**src/rtl/vga_sync_decoder_if.sv**
```systemverilog
// Signal bundle between a VGA source/bench (master) and the sync decoder (slave).
// Inputs carry the sampled stream and capture coordinate; outputs carry recovered timing.
interface vga_sync_decoder_if;
  logic        hsync_in;
  logic        vsync_in;
  logic [3:0]  r_in;
  logic [3:0]  g_in;
  logic [3:0]  b_in;
  logic [9:0]  sample_x;
  logic [9:0]  sample_y;
  logic [9:0]  pix_x;
  logic [9:0]  pix_y;
  logic        pix_valid;
  logic [3:0]  pix_r;
  logic [3:0]  pix_g;
  logic [3:0]  pix_b;
  logic        locked;
  logic [9:0]  line_len;
  logic [9:0]  frame_lines;
  logic        h_err;
  logic        v_err;
  logic        frame_start;
  logic [11:0] sample_rgb;
  logic        sample_valid;

  modport master (
    output hsync_in, vsync_in, r_in, g_in, b_in, sample_x, sample_y,
    input  pix_x, pix_y, pix_valid, pix_r, pix_g, pix_b, locked, line_len,
           frame_lines, h_err, v_err, frame_start, sample_rgb, sample_valid
  );

  modport slave (
    input  hsync_in, vsync_in, r_in, g_in, b_in, sample_x, sample_y,
    output pix_x, pix_y, pix_valid, pix_r, pix_g, pix_b, locked, line_len,
           frame_lines, h_err, v_err, frame_start, sample_rgb, sample_valid
  );
endinterface

```
**src/rtl/vga_sync_decoder.sv**
```systemverilog
// Recovers pixel coordinates, lock and line/frame measurements from a VGA stream,
// and captures the colour at one programmable coordinate per frame.
//
// state   | meaning
// LK_NONE | no clean frame since reset or last error
// LK_ONE  | one clean frame seen
// LK_OK   | two or more clean frames, locked
module vga_sync_decoder #(
  parameter int H_TOTAL  = 800,
  parameter int H_SYNC   = 96,
  parameter int H_BACK   = 48,
  parameter int H_ACTIVE = 640,
  parameter int V_TOTAL  = 525,
  parameter int V_SYNC   = 2,
  parameter int V_BACK   = 33,
  parameter int V_ACTIVE = 480
) (
  input  logic clk,
  input  logic rst,
  vga_sync_decoder_if.slave bus
);

  localparam logic [9:0]  H_START = 10'(H_SYNC + H_BACK);
  localparam logic [9:0]  H_END   = 10'(H_SYNC + H_BACK + H_ACTIVE);
  localparam logic [9:0]  V_START = 10'(V_SYNC + V_BACK);
  localparam logic [9:0]  V_END   = 10'(V_SYNC + V_BACK + V_ACTIVE);
  localparam logic [9:0]  H_LEN   = 10'(H_TOTAL);
  localparam logic [10:0] V_LEN   = 11'(V_TOTAL);

  typedef enum logic [1:0] {
    LK_NONE = 2'd0,
    LK_ONE  = 2'd1,
    LK_OK   = 2'd2
  } lock_state_t;

  logic        hs_d1_q, hs_d2_q, vs_d1_q, vs_d2_q;
  logic [11:0] rgb_d1_q;
  logic [9:0]  h_cnt_q, h_cnt_d;
  logic [9:0]  v_cnt_q, v_cnt_d;
  logic        v_arm_q, v_arm_d;
  logic        line_seen_q, frame_seen_q;
  logic        herr_seen_q, herr_seen_d;
  lock_state_t lock_q, lock_d;

  logic [9:0]  pix_x_q, pix_y_q;
  logic [11:0] pix_rgb_q;
  logic        pix_valid_q;
  logic [9:0]  line_len_q, frame_lines_q;
  logic        h_err_q, v_err_q, frame_start_q;
  logic [11:0] sample_rgb_q;
  logic        sample_valid_q;

  logic        hfall, vfall, restart;
  logic [10:0] v_len;
  logic        frame_bad, h_err_d, v_err_d;
  logic        active, pix_en, hit;
  logic [9:0]  px, py;

  always_comb begin
    hfall     = hs_d2_q & ~hs_d1_q;
    vfall     = vs_d2_q & ~vs_d1_q;
    restart   = hfall & (v_arm_q | vfall);
    v_len     = {1'b0, v_cnt_q} + 11'd1;
    frame_bad = (v_len != V_LEN);
    // Timeout fires on the edge that takes h_cnt to its saturation value, so only once.
    h_err_d   = (hfall & line_seen_q & (h_cnt_q != H_LEN)) |
                (~hfall & (h_cnt_q == 10'd1022));
    v_err_d   = restart & frame_seen_q & frame_bad;

    h_cnt_d = hfall ? 10'd1 : ((&h_cnt_q) ? h_cnt_q : h_cnt_q + 10'd1);

    v_cnt_d = v_cnt_q;
    if (restart) begin
      v_cnt_d = 10'd0;
    end else if (hfall && !(&v_cnt_q)) begin
      v_cnt_d = v_cnt_q + 10'd1;
    end

    v_arm_d     = restart ? 1'b0 : (vfall | v_arm_q);
    herr_seen_d = restart ? 1'b0 : (herr_seen_q | h_err_d);

    lock_d = lock_q;
    if (h_err_d) begin
      lock_d = LK_NONE;
    end else if (restart && frame_seen_q) begin
      if (frame_bad || herr_seen_q) begin
        lock_d = LK_NONE;
      end else begin
        case (lock_q)
          LK_NONE: lock_d = LK_ONE;
          LK_ONE:  lock_d = LK_OK;
          default: lock_d = LK_OK;
        endcase
      end
    end

    px     = h_cnt_q - H_START;
    py     = v_cnt_q - V_START;
    active = (h_cnt_q >= H_START) && (h_cnt_q < H_END) &&
             (v_cnt_q >= V_START) && (v_cnt_q < V_END);
    pix_en = active && (lock_q == LK_OK);
    hit    = (px == bus.sample_x) && (py == bus.sample_y);
  end

  always_ff @(posedge clk or posedge rst) begin
    if (rst) begin
      hs_d1_q        <= 1'b1;
      hs_d2_q        <= 1'b1;
      vs_d1_q        <= 1'b1;
      vs_d2_q        <= 1'b1;
      rgb_d1_q       <= '0;
      h_cnt_q        <= '0;
      v_cnt_q        <= '0;
      v_arm_q        <= 1'b0;
      line_seen_q    <= 1'b0;
      frame_seen_q   <= 1'b0;
      herr_seen_q    <= 1'b0;
      lock_q         <= LK_NONE;
      pix_x_q        <= '0;
      pix_y_q        <= '0;
      pix_rgb_q      <= '0;
      pix_valid_q    <= 1'b0;
      line_len_q     <= '0;
      frame_lines_q  <= '0;
      h_err_q        <= 1'b0;
      v_err_q        <= 1'b0;
      frame_start_q  <= 1'b0;
      sample_rgb_q   <= '0;
      sample_valid_q <= 1'b0;
    end else begin
      hs_d1_q        <= bus.hsync_in;
      hs_d2_q        <= hs_d1_q;
      vs_d1_q        <= bus.vsync_in;
      vs_d2_q        <= vs_d1_q;
      rgb_d1_q       <= {bus.r_in, bus.g_in, bus.b_in};
      h_cnt_q        <= h_cnt_d;
      v_cnt_q        <= v_cnt_d;
      v_arm_q        <= v_arm_d;
      line_seen_q    <= line_seen_q | hfall;
      frame_seen_q   <= frame_seen_q | restart;
      herr_seen_q    <= herr_seen_d;
      lock_q         <= lock_d;
      h_err_q        <= h_err_d;
      v_err_q        <= v_err_d;
      frame_start_q  <= restart;
      pix_valid_q    <= pix_en;
      sample_valid_q <= pix_en & hit;
      if (hfall) begin
        line_len_q <= h_cnt_q;
      end
      if (restart) begin
        frame_lines_q <= v_len[9:0];
      end
      if (pix_en) begin
        pix_x_q   <= px;
        pix_y_q   <= py;
        pix_rgb_q <= rgb_d1_q;
      end
      if (pix_en && hit) begin
        sample_rgb_q <= rgb_d1_q;
      end
    end
  end

  assign bus.pix_x        = pix_x_q;
  assign bus.pix_y        = pix_y_q;
  assign bus.pix_valid    = pix_valid_q;
  assign bus.pix_r        = pix_rgb_q[11:8];
  assign bus.pix_g        = pix_rgb_q[7:4];
  assign bus.pix_b        = pix_rgb_q[3:0];
  assign bus.locked       = (lock_q == LK_OK);
  assign bus.line_len     = line_len_q;
  assign bus.frame_lines  = frame_lines_q;
  assign bus.h_err        = h_err_q;
  assign bus.v_err        = v_err_q;
  assign bus.frame_start  = frame_start_q;
  assign bus.sample_rgb   = sample_rgb_q;
  assign bus.sample_valid = sample_valid_q;

endmodule

```
**src/flat_wrapper.sv**
```systemverilog
// flat-port wrapper written by rule: the top's interface ports become plain ports
module vga_sync_decoder_flat 
#(
  parameter int H_TOTAL  = 800,
  parameter int H_SYNC   = 96,
  parameter int H_BACK   = 48,
  parameter int H_ACTIVE = 640,
  parameter int V_TOTAL  = 525,
  parameter int V_SYNC   = 2,
  parameter int V_BACK   = 33,
  parameter int V_ACTIVE = 480
)
  (clk, rst, bus_hsync_in, bus_vsync_in, bus_r_in, bus_g_in, bus_b_in, bus_sample_x, bus_sample_y, bus_pix_x, bus_pix_y, bus_pix_valid, bus_pix_r, bus_pix_g, bus_pix_b, bus_locked, bus_line_len, bus_frame_lines, bus_h_err, bus_v_err, bus_frame_start, bus_sample_rgb, bus_sample_valid);
  vga_sync_decoder_if bus_i ();
  input  logic clk;
  input  logic rst;
  input wire logic [$bits(bus_i.hsync_in)-1:0] bus_hsync_in;
  input wire logic [$bits(bus_i.vsync_in)-1:0] bus_vsync_in;
  input wire logic [$bits(bus_i.r_in)-1:0] bus_r_in;
  input wire logic [$bits(bus_i.g_in)-1:0] bus_g_in;
  input wire logic [$bits(bus_i.b_in)-1:0] bus_b_in;
  input wire logic [$bits(bus_i.sample_x)-1:0] bus_sample_x;
  input wire logic [$bits(bus_i.sample_y)-1:0] bus_sample_y;
  output wire logic [$bits(bus_i.pix_x)-1:0] bus_pix_x;
  output wire logic [$bits(bus_i.pix_y)-1:0] bus_pix_y;
  output wire logic [$bits(bus_i.pix_valid)-1:0] bus_pix_valid;
  output wire logic [$bits(bus_i.pix_r)-1:0] bus_pix_r;
  output wire logic [$bits(bus_i.pix_g)-1:0] bus_pix_g;
  output wire logic [$bits(bus_i.pix_b)-1:0] bus_pix_b;
  output wire logic [$bits(bus_i.locked)-1:0] bus_locked;
  output wire logic [$bits(bus_i.line_len)-1:0] bus_line_len;
  output wire logic [$bits(bus_i.frame_lines)-1:0] bus_frame_lines;
  output wire logic [$bits(bus_i.h_err)-1:0] bus_h_err;
  output wire logic [$bits(bus_i.v_err)-1:0] bus_v_err;
  output wire logic [$bits(bus_i.frame_start)-1:0] bus_frame_start;
  output wire logic [$bits(bus_i.sample_rgb)-1:0] bus_sample_rgb;
  output wire logic [$bits(bus_i.sample_valid)-1:0] bus_sample_valid;
  assign bus_i.hsync_in = bus_hsync_in;
  assign bus_i.vsync_in = bus_vsync_in;
  assign bus_i.r_in = bus_r_in;
  assign bus_i.g_in = bus_g_in;
  assign bus_i.b_in = bus_b_in;
  assign bus_i.sample_x = bus_sample_x;
  assign bus_i.sample_y = bus_sample_y;
  assign bus_pix_x = bus_i.pix_x;
  assign bus_pix_y = bus_i.pix_y;
  assign bus_pix_valid = bus_i.pix_valid;
  assign bus_pix_r = bus_i.pix_r;
  assign bus_pix_g = bus_i.pix_g;
  assign bus_pix_b = bus_i.pix_b;
  assign bus_locked = bus_i.locked;
  assign bus_line_len = bus_i.line_len;
  assign bus_frame_lines = bus_i.frame_lines;
  assign bus_h_err = bus_i.h_err;
  assign bus_v_err = bus_i.v_err;
  assign bus_frame_start = bus_i.frame_start;
  assign bus_sample_rgb = bus_i.sample_rgb;
  assign bus_sample_valid = bus_i.sample_valid;
  vga_sync_decoder #(.H_TOTAL(H_TOTAL), .H_SYNC(H_SYNC), .H_BACK(H_BACK), .H_ACTIVE(H_ACTIVE), .V_TOTAL(V_TOTAL), .V_SYNC(V_SYNC), .V_BACK(V_BACK), .V_ACTIVE(V_ACTIVE)) u_core (.clk(clk), .rst(rst), .bus(bus_i));
endmodule
```
**config.mk**
```make
export PLATFORM = sky130hd
export DESIGN_NAME = vga_sync_decoder_flat
export DESIGN_NICKNAME = d
export VERILOG_FILES = /design/src/rtl/vga_sync_decoder_if.sv /design/src/rtl/vga_sync_decoder.sv /design/src/flat_wrapper.sv
export SDC_FILE = /design/constraint.sdc
export NUM_CORES = 1
export LEC_CHECK = 0
export BUFFER_PORTS_ARGS = -buffer_cell sky130_fd_sc_hd__buf_2
export CAP_MARGIN = 10
export CORE_AREA = 2 2 95 97
export CTS_BUF_LIST = sky130_fd_sc_hd__clkbuf_8
export DETAILED_ROUTE_END_ITERATION = 16
export DIE_AREA = 0 0 97 99
export PLACE_DENSITY = 0.86
export SLEW_MARGIN = 20
export SYNTH_ARGS = -nofsm -noshare
export SYNTH_HDL_FRONTEND = slang
export SYNTH_SLANG_ARGS = --single-unit
```
**constraint.sdc**
```tcl
create_clock -name clk -period 9.13 [get_ports clk]
set_input_delay 0.913 -clock clk [delete_from_list [all_inputs] [get_ports clk]]
set_output_delay 0.913 -clock clk [all_outputs]
set_load 0.01 [all_outputs]
```
==> summary.txt <==
Cells and area
  – Nets: 612
  – Post-layout util: 0.6860
  – Most frequent cells in the layout: dfrtp_1 (107), buf_2 (105), nand2_1 (72), o21ai_0 (45), xnor2_1 (28)
  – Layout cells sized above 1: 0.2675
  – Area delta synth->final: 15.24%
  – Most common cell after layout, fill and taps aside: dfrtp_1
  – Fillcell total: 627
  – Ant. Diodes: 0

Min path
  – Hold/Removal Path Class: reg2reg

Pwr
  – Comb power frac: 0.131
  – Net Sw Frac: 0.3048
  – Leakage: between 2 and 3 nW
  – Overall Power: 0.0009857 W
  – VDD IR-drop max: 102.8 uV
  – Internal power: 0.0006853 W
  – PwrDens: 168.0 nW/um^2
  – NetSw: 0.0003004 W
  – Seq pwr share: 0.555
  – Clock network power share: 0.314

Synth
  – Syn_area_per_cell: roughly 11 sq um
  – Share of flip-flops with an asynchronous set or reset: 1.000
  – Sequential-to-total area share from yosys stat: 0.5467
  – Synth Warn #: 0
  – Synth Instances: ~480
  – Synthesized area: 5090 sq um
  – Distinct cells, synth: between 50 and 60
  – Syn_nets: 522
  – Top FF cell, synth: dfrtp_1
  – Number of flops mapped to enable cells by yosys: 0
  – Yosys reg bits: 111

STA
  – Final Hold Viols: 0
  – Final hold slack: 375.8 ps
  – Slew Limit Headroom: 0.3560
  – # setup viols final: 0
  – Fin crit period: between 4000 and 5000 ps
  – RSZ-0062 raised after global routing: no
  – FMAX: 241.8 MHz
  – Fin Clk Skew: 23.17 ps
  – Tcrit/Tclk final: 0.4530
  – Final TNS setup: 0 ps
  – Slew at the pin closest to its max-slew limit: 953.5 ps
  – Pins Over Slew Limit: 0

Critical path
  – CP Class: reg2reg
  – R2r startpoint: u_core.v_cnt_q[0]
  – CP max-delay cell: a2111o_1
  – Setup slack, reg-to-reg: 4990 ps
  – CP endpoint: u_core.bus.sample_rgb[10]
  – Critical path, cell by cell: ha_1 > o41ai_1 > a21o_1 > a2111o_1 > or4_4 > nor4_4 > mux2_2
  – Worst r2r path cells: 7
  – WP data required: 9410 ps
  – Worst Path Buf+Inv: 0
  – Worst setup EP type: register
  – Stages on the worst setup path: 7
  – Cell family with most CP delay: simple AND/OR/NAND/NOR gates
  – Crit path DAT: between 4000 and 5000 ps
  – Crit. Startpoint: u_core.v_cnt_q[0]
  – CP max FO: 33
  – Slowest Stage Delay on Critical Path: roughly 760 ps
  – Worst setup SP type: register
  – Reg2Reg Capture Point: u_core.bus.sample_rgb[10]

Placed design
  – I/O Buffers: 105
  – Post-DP HPWL: about 8000 um
  – RD Place Congestion: 0.8217

Clocking
  – Clk slew on worst S/H paths: 130 ps
  – Total CTS buffers: 9
  – CTS tree: built
  – CTS root buffer: clkbuf_8
  – Clock Tree Buf Depth: 2
  – Skew-Pair Late Insertion Delay: about 400 ps
  – Post-CTS Setup Bufs: 0
  – CTS Sinks: roughly 110
  – Hold Buf Count CTS: 0
  – PostCTS Resize Cnt: 0
  – CTS HTree Levels: 3

Global route
  – Initial antenna violation count: 0
  – All-Layer GR Usage: 0.2400
  – First-pass GRT wire length: 18330 um
  – Grt total ovfl: 0
  – Largest net degree at the start of global routing: 75
  – Vias in the first global route: 3727

Run status
  – Status: complete, no violations

Route
  – Per-cell routed wire length: about 16 um
  – DR pass1 iterations: 4
  – DRC viols: 0
  – 1st-iter DRT viols: 242
  – Final ANT Viol Nets: 0
  – Avg Vias per Cell: 5.494
  – Vias: 3736
  – WL final: 11020 um

Die
  – # rows: 34
  – Die Span Y: 99 um
  – Die W: 97 um
  – Initial Util: 0.5953
  – Ports: 106
  – Die ar.: just under 10000 sq um
  – Core area: 8551 sq um

Run
  – Max Cap Violations: 0
==> synth_stat cells, types with 2 or more instances <==
cell,n,area share
inv_1,12,0.0088
mux2_2,17,0.038
nor3_1,7,0.0069
a311oi_1,2,0.0034
nor2b_1,5,0.0061
mux2_1,10,0.022
xor2_1,15,0.026
nand2_1,72,0.053
nand4b_1,3,0.0052
nand4_1,4,0.0049
nand2b_1,8,0.0098
a31oi_1,5,0.0061
o211ai_1,2,0.0029
dfstp_2,4,0.021
clkbuf_1,19,0.014
ha_1,9,0.022
buf_2,6,0.0059
nor2_1,26,0.019
dfrtp_1,107,0.53
nor4_1,5,0.0061
o31ai_1,2,0.0029
nand3_1,10,0.0098
buf_1,2,0.0015
and2_1,7,0.0086
a21o_1,2,0.0029
xnor3_1,2,0.0088
a21oi_1,7,0.0069
and3_1,5,0.0061
o21ai_0,45,0.044
xnor2_1,28,0.048
==> power by group through the flow <==
| stage | registers, W | clock network [W] | logic (W) |
|---|---|---|---|
| 5_1_grt | 0.000552 | 0.000335 | 0.000145 |
| 3_3_place_gp | 0.000553 | 0 | 0.000127 |
| 6_report | 0.000547 | 0.000309 | 0.000129 |
| 3_5_place_dp | 0.000556 | 0 | 0.000130 |
| 2_1_floorplan | 0.000546 | 0 | 0.0000937 |
| 4_1_cts | 0.000547 | 0.000317 | 0.000131 |
==> cell type report <==
type / instances / area, sq um / share of cell area
clock buffers: 9 / 123.9 / 0.02112
clock inverters: 7 / 93.84 / 0.01600
inverters: 13 / 51.30 / 0.008746
multi-input cells: 325 / 2138 / 0.3645
flip-flops and latches: 111 / 2783 / 0.4744
well taps: 108 / 135.1 / 0.02304
repair buffers: 107 / 540.5 / 0.09215
==> cell families (layout without fill, tap and decap cells) <==
kind of cell,Yosys count,in the layout,synth area share
compound gates,81,81,0.09784
xor+xnor,45,45,0.08284
fa+ha+maj,9,9,0.02212
buf+inv,41,136,0.03319
flops,111,111,0.5467
mux,27,27,0.05973
simple gates,163,163,0.1576
==> worst register-to-register path: cells and delay by family, from the launching register on <==
kind / cells / cell delay, ps
AOI/OAI and AO/OA: 3 / 1220
DFF: 1 / 580
and+or+nand+nor: 2 / 1400
muxes: 1 / 410
adders and majority gates: 1 / 430
==> worst min path at each step <==
stage / from / end / slack (ps) / cells after the start
3_3_place_gp: u_core.vs_d1_q / u_core.vs_d2_q / 360 / 0
6_report: u_core.vs_d1_q / u_core.vs_d2_q / 380 / 0
3_5_place_dp: u_core.vs_d1_q / u_core.vs_d2_q / 360 / 0
4_1_cts: u_core.vs_d1_q / u_core.vs_d2_q / 380 / 0
2_1_floorplan: u_core.vs_d1_q / u_core.vs_d2_q / 350 / 0
5_1_grt: u_core.vs_d1_q / u_core.vs_d2_q / 380 / 0
==> flip-flops by register name, indices dropped and copies added, names as in the netlist <==
signal / flops
u_core.bus.frame_lines: 10
u_core.bus.frame_start: 1
u_core.bus.h_err: 1
u_core.bus.line_len: 10
u_core.bus.pix_valid: 1
u_core.bus.pix_x: 10
u_core.bus.pix_y: 10
u_core.bus.sample_rgb: 12
u_core.bus.sample_valid: 1
u_core.bus.v_err: 1
u_core.frame_seen_q: 1
u_core.h_cnt_q: 10
u_core.herr_seen_q: 1
u_core.hs_d1_q: 1
u_core.hs_d2_q: 1
u_core.line_seen_q: 1
u_core.lock_q: 2
u_core.pix_rgb_q: 12
u_core.rgb_d1_q: 12
u_core.v_arm_q: 1
u_core.v_cnt_q: 10
u_core.vs_d1_q: 1
u_core.vs_d2_q: 1
==> per-stage QoR <==
step	std cells	cell area, sq um	setup WS [ps]
6_report	680	5866	4995
5_1_grt	680	5866	4735
4_1_cts	680	5866	4987
3_5_place_dp	664	5648	5005
3_3_place_gp	664	5648	5143
2_1_floorplan	477	5090	5293
==> metal layers <==
layer  part of all wire  global-route usage  up-vias
li1                   -                   -     1803
met1               0.43              0.3220     1775
met2               0.47              0.3750      136
met3              0.075             0.07305       22
met4              0.025             0.08559        0
met5                  0                   0        -
Power figures use the tool's default switching activity.
